<file path="src/rtl/uart_tx_arb.sv">
// rtl/uart_tx_arb.sv - round-robin arbiter sharing one uart_tx among four byte producers
// Optional debug state port enabled by defining UART_TX_ARB_DBG_EN.
module uart_tx_arb #(
  parameter int TIMEOUT_CYC = 16
) (
  input  logic        clk,
  input  logic        rst,
  input  logic [3:0]  req,
  input  logic [31:0] req_data,
  output logic [3:0]  gnt,
  output logic        tx_en,
  output logic [7:0]  tx_data,
  input  logic        tx_rdy,
  output logic        busy,
  output logic        err
`ifdef UART_TX_ARB_DBG_EN
  ,
  output logic [1:0]  state_out_dbg
`endif
);

  localparam int CW = (TIMEOUT_CYC > 1) ? $clog2(TIMEOUT_CYC) : 1;
  localparam logic [CW-1:0] CNT_MAX = CW'(TIMEOUT_CYC - 1);

  typedef enum logic [1:0] {
    IDLE      = 2'd0,
    LAUNCH    = 2'd1,
    WAIT_LOW  = 2'd2,
    WAIT_HIGH = 2'd3
  } state_t;

  state_t        state;
  logic [1:0]    last;
  logic [CW-1:0] cnt;
  logic [1:0]    win;
  logic          win_found;
  logic [1:0]    cand;

  // Rotating priority search: first set request bit starting just above the previous winner.
  always_comb begin
    win       = last;
    win_found = 1'b0;
    cand      = last;
    for (int k = 1; k <= 4; k++) begin
      cand = last + k[1:0];
      if (!win_found && req[cand]) begin
        win       = cand;
        win_found = 1'b1;
      end
    end
  end

  // Arbitration FSM; every output is registered here.
  always_ff @(posedge clk) begin
    if (rst) begin
      state   <= IDLE;
      last    <= 2'd3;
      gnt     <= 4'b0000;
      tx_en   <= 1'b0;
      tx_data <= 8'h00;
      err     <= 1'b0;
      busy    <= 1'b0;
      cnt     <= '0;
    end else begin
      gnt   <= 4'b0000;
      tx_en <= 1'b0;
      err   <= 1'b0;
      case (state)
        IDLE: begin
          if (win_found && tx_rdy) begin
            tx_data <= req_data[{win, 3'b000} +: 8];
            gnt     <= 4'b0001 << win;
            tx_en   <= 1'b1;
            last    <= win;
            state   <= LAUNCH;
            busy    <= 1'b1;
          end
        end
        LAUNCH: begin
          cnt   <= '0;
          state <= WAIT_LOW;
        end
        WAIT_LOW: begin
          if (!tx_rdy) begin
            state <= WAIT_HIGH;
          end else if (cnt == CNT_MAX) begin
            // Transmitter never accepted the byte: drop it and report.
            err   <= 1'b1;
            state <= IDLE;
            busy  <= 1'b0;
          end else begin
            cnt <= cnt + 1'b1;
          end
        end
        WAIT_HIGH: begin
          if (tx_rdy) begin
            state <= IDLE;
            busy  <= 1'b0;
          end
        end
        default: begin
          state <= IDLE;
          busy  <= 1'b0;
        end
      endcase
    end
  end

`ifdef UART_TX_ARB_DBG_EN
  assign state_out_dbg = state;
`endif

endmodule

</file>
<file path="config.mk">
export PLATFORM = sky130hd
export DESIGN_NAME = uart_tx_arb
export DESIGN_NICKNAME = d
export VERILOG_FILES = /design/src/rtl/uart_tx_arb.sv
export SDC_FILE = /design/constraint.sdc
export NUM_CORES = 1
export LEC_CHECK = 0
export ABC_AREA = 0
export CAP_MARGIN = 20
export CORE_MARGIN = 10
export CORE_UTILIZATION = 45
export CTS_CLUSTER_SIZE = 8
export DETAILED_ROUTE_END_ITERATION = 16
export PLACE_DENSITY_LB_ADDON = 0.25
export REMOVE_ABC_BUFFERS = 1
export SLEW_MARGIN = 20
export SYNTH_ARGS = -nofsm -noshare
export SYNTH_HDL_FRONTEND = slang
export SYNTH_SLANG_ARGS = --single-unit
</file>
<file path="constraint.sdc">
create_clock -name clk -period 4.3 [get_ports clk]
set_input_delay 1.075 -clock clk [delete_from_list [all_inputs] [get_ports clk]]
set_output_delay 1.075 -clock clk [all_outputs]
set_load 0.005 [all_outputs]
</file>
# Yosys cells after proc, flatten, opt, wreduce, memory -nomap -nowiden
# Index checks and enable logic that the tools add are counted.
# word_totals
ramBits	0
ff_bits	23
elab_cells	80
latch_bits	0
mem_count	0
romBits	0
out_inout_bits	15
inputBits	39
# classes
mux	31
n_addsub	4
multipliers	0
reduce_logical	17
shift	2
div	0
order_cmp	4
eq_ne	10
bitwise	4
# op_table
cell	n
$shiftx 32x6->8	1
$mux 2	8
$mux 1	14
$lt 2x3->1 const B	4
$ne 2x2->1 const B	5
$bmux 1 s2	4
$mux 4	2
$pmux 2 s4	1
$pmux 4 s2	1
$reduce_and 3->1	2
$reduce_or 3->1	2
$reduce_and 5->1	1
$add 2x2->2 const B	2
$add 4x1->4 const B	1
$eq 2x2->1 const B	2
$eq 4x4->1 const B	1
$logic_and 1x1->1	4
$not 1->1	4
$shl 1x2->4 const A	1
$logic_not 1->1	3
$ne 3x3->1 const B	1
$pmux 1 s3	1
$reduce_bool 3->1	1
$add 2x1->2 const B	1
5 further kinds	5

# Depth between registers and ports, before layout
# logic_depth
word_depth	16
depth_mapped	7

# Worst setup path before layout
# OpenSTA, ideal clock, no wires.
# synth_path
path_type	input -> register
from	in req[3]
to	reg tx_data[1]
t_required_ns	4.174
setup_slack_ns	1.969
setup_ns	0.126
stages	7
t_arrival_ns	2.206
cell_sequence	nor2b_1 > o21a_1 > buf_6 > nor3_4 > buf_6 > mux2i_1 > o211ai_2
# synth_via
elab_chain_len	14
elab_cells_between_ends	25
classes_between	1 x shift; 16 x mux; 8 x reduce/logical
# synth_rtl
item	line_no	source
start, declared	8	input logic [3:0] req,
parallel branches: the longest is 14 deep, another holds $bmux 1 s2	n/a	
end signal, assigned	71	tx_data <= req_data[{win, 3'b000} +: 8];
end, declared	12	output logic [7:0] tx_data,
# Several ways; the timed one is not identified. The select of a mux whose other input is x is not followed.
# A chain may end at the register's enable or synchronous reset.

# Final worst setup path
# layout_path
from	in req[1]
to	reg tx_data[5]
# The elaborated chain is that of the path after synthesis.

==> results.sh <==
export IMPL_irDropWorstVdd_mv=0.213
export IMPL_worst_endpoint_arrival_ns=3.19
export IMPL_ctsHtreeMaxLevel=1
export IMPL_syn_area_um2=1290
export IMPL_die_w_um=73.5
export IMPL_ioPinCount=54
export IMPL_cellLeakagePower_nw=0.700
export IMPL_synthMostInstantiatedCell="sky130_fd_sc_hd__dfxtp_1"
export IMPL_grt_antenna_before_repair=0
export IMPL_worstHoldStart="tx_data[3]"
export IMPL_cts_root_buf="sky130_fd_sc_hd__clkbuf_4"
export IMPL_setup_worst_path_end_class="flop"
export IMPL_first_global_vias=1282
export IMPL_max_cap_viol_count=0
export IMPL_total_power_mw=0.517
export IMPL_antenna_diode_count=0
export IMPL_final_fill_count=245
export IMPL_non_filler_instances=224
export IMPL_netlist_instances=145
export IMPL_maxSlewHeadroom=0.447
export IMPL_timing_rr_start="last[0]"
export IMPL_setup_worst_path_class="in2reg"
export IMPL_start_util=0.470
export IMPL_finalHoldViolations=0
export IMPL_layout_area_seq_um2=460
export IMPL_synth_edff_count=0
export IMPL_ratio_of_final_minimum_period_to_clock_period=0.681
export IMPL_worst_endpoint_required_ns=4.56
export IMPL_outcome="completed"
export IMPL_cp_start_kind="primary input"
export IMPL_dp_hpwl_um=3050
export IMPL_worst_clock_skew_ns=0.00481
export IMPL_post_synth_num_cell_types=38
export IMPL_postSynth_asyncResetShare=0
export IMPL_wire_length_of_the_first_global_routing_pass_um=6070
export IMPL_worst_hold_path_type="reg2reg"
export IMPL_grt_setup_unrepaired="no"
export IMPL_synthDominantCellAreaShare=0.358
export IMPL_first_pass_iters=4
export IMPL_period_needed_ns=2.93
export IMPL_multi_input_comb_area_um2=761
export IMPL_tritoncts="done"
export IMPL_crit_path_max_delay_cell_type="sky130_fd_sc_hd__nor2b_1"
export IMPL_layout_nets=234
export IMPL_cts_sinks=23
export IMPL_globalRouteTotalUtil=0.139
export IMPL_drt_iter0_markers=75
export IMPL_syn_mean_instance_area_um2=8.87
export IMPL_synth_top_cells_by_count="sky130_fd_sc_hd__dfxtp_1 (23), sky130_fd_sc_hd__nand2_1 (12), sky130_fd_sc_hd__nor2_1 (12)"
export IMPL_worstSkewPairLatency_ns=0.32
export IMPL_clk_path_buf_depth=2
export IMPL_setup_tns_ns=0
export IMPL_maximum_number_of_pins_on_one_net_before_global_route_repair=15
export IMPL_cts_resized_gates=0
export IMPL_wirelength_um=3800
export IMPL_critical_path_max_stage_delay_ns=0.59
export IMPL_drt_drc_violations_left=0
export IMPL_total_overflow_reported_by_the_global_router=0
export IMPL_synthDominantAreaCellType="sky130_fd_sc_hd__dfxtp_1"
export IMPL_timing_max_transition_violations_final=0
export IMPL_area_growth_synth_to_final_pct=41.8
export IMPL_achievable_frequency_mhz=341
export IMPL_cts_hold_fix_buffers=0
export IMPL_synth_ff_type="sky130_fd_sc_hd__dfxtp_1"
export IMPL_clkSlewWorstSetupHoldPaths_ns=0.14
export IMPL_placed_cells_incl_taps=220
export IMPL_layout_drive_gt1_share=0.0725
export IMPL_placement_io_buffers=53
export IMPL_worst_setup_path_startpoint="req[1]"
export IMPL_worst_slew_pin_transition_ns=0.826
export IMPL_rows=19
export IMPL_finalSetupViolCount=0
export IMPL_core_area_um2=2730
export IMPL_seq_area_frac_synth=0.358
export IMPL_place_congestion=0.848
export IMPL_die_y_um=73.5
export IMPL_critical_path_buf_inv_count=1
export IMPL_ys_warn_count=0
export IMPL_dieArea_um2=5400
export IMPL_cts_buffers_inserted=3
export IMPL_drtAntennaViolNets=0
export IMPL_timing_critical_path_cells="clkdlybuf4s50_1 -> nor4_1 -> or3_1 -> nor2b_1 -> nand2_1 -> o211ai_2"
export IMPL_yosys_register_bits=23
export IMPL_power_density_nw_per_um2=283
export IMPL_synth_area_leaders="sky130_fd_sc_hd__dfxtp_1 (36%), sky130_fd_sc_hd__mux2i_1 (6.2%), sky130_fd_sc_hd__o211ai_2 (5.8%), sky130_fd_sc_hd__a21o_1 (5.3%), sky130_fd_sc_hd__nand4_1 (4.9%)"
export IMPL_routed_via_count=1290
export IMPL_postCtsSetupBuffers=0
export IMPL_wire_per_inst_um=17.0
export IMPL_crit_fanout=8
export IMPL_viasPerCell=5.76
export IMPL_crit_family="simple AND/OR/NAND/NOR gates"
==> metrics by stage <==
stage	hold WS (ns)	setup slack (ns)	utilization	cell area [um^2]
after floorplan	0.461	1.84	-	1220
after global placement	0.444	1.08	0.656	1790
after detailed placement	0.454	1.02	0.656	1790
after CTS	0.484	1.38	0.667	1820
after global routing	0.518	1.15	0.667	1820
final	0.480	1.37	0.667	1820
==> path summary, 6_finish.rpt <==
check                to  slack [ns]  depth (start not counted)
max          tx_data[5]        1.37                          6
min          tx_data[3]        0.48                          2
max reg2reg  tx_data[0]        2.29                          5
min reg2reg  tx_data[3]        0.48                          2
==> registers in the layout (all words and copies together) (netlist names) <==
signal / flops
gnt: 4
state: 2
tx_data: 8
busy: 1
err: 1
last: 2
cnt: 4
tx_en: 1
==> where the power goes <==
group | internal [mW] | total [mW] | switching [mW]
Combinational | 0.0934 | 0.166 | 0.0728
Clock | 0.0355 | 0.106 | 0.0700
Sequential | 0.231 | 0.245 | 0.0138
Total | 0.360 | 0.517 | 0.157
==> cells by family after synthesis <==
kind of cell | share of synthesized area
AO/OA/AOI/OAI | 0.264
AND/OR/NAND/NOR | 0.242
buffers and inverters | 0.0506
multiplexers | 0.0623
XOR/XNOR | 0.0136
flip-flops | 0.358
adder cells (fa/ha/maj) | 0.00973
==> per-layer routing <==
layer	wire length, um	up-vias	GRT usage
li1	-	632	-
met3	234	9	0.0323
met2	1890	50	0.226
met4	78	0	0.0600
met5	0	-	0
met1	1600	599	0.171
==> placed cells by master (no fill, tap or decap), types with 3 or more instances in the layout <==
cell / instances
sky130_fd_sc_hd__clkdlybuf4s50_1: 53
sky130_fd_sc_hd__dfxtp_1: 23
sky130_fd_sc_hd__nor2_1: 12
sky130_fd_sc_hd__nand2_1: 12
sky130_fd_sc_hd__nand4_1: 10
sky130_fd_sc_hd__nand2b_1: 9
sky130_fd_sc_hd__a21o_1: 9
sky130_fd_sc_hd__mux2i_1: 8
sky130_fd_sc_hd__o31ai_1: 8
sky130_fd_sc_hd__o211ai_2: 6
sky130_fd_sc_hd__o21ai_0: 5
sky130_fd_sc_hd__a21oi_1: 4
sky130_fd_sc_hd__nor2b_1: 3
sky130_fd_sc_hd__o211ai_1: 3
sky130_fd_sc_hd__clkbuf_4: 3
==> layout make-up <==
| cell class | instances | share of cell area |
|---|---|---|
| well taps | 31 | 0.0213 |
| flip-flops and latches | 23 | 0.252 |
| clock inverters | 1 | 0.00412 |
| inverters | 1 | 0.00206 |
| multi-input cells | 112 | 0.417 |
| repair buffers | 53 | 0.291 |
| clock buffers | 3 | 0.0123 |
==> worst reg2reg max path, cell delays in order (launching register included) <==
cell,delay [ns]
sky130_fd_sc_hd__dfxtp_1,0.41
sky130_fd_sc_hd__nor2b_1,0.09
sky130_fd_sc_hd__o21a_1,0.32
sky130_fd_sc_hd__nor3_4,0.67
sky130_fd_sc_hd__mux2i_1,0.30
sky130_fd_sc_hd__o211ai_1,0.10
No activity file was read; power rests on OpenSTA's default activity.
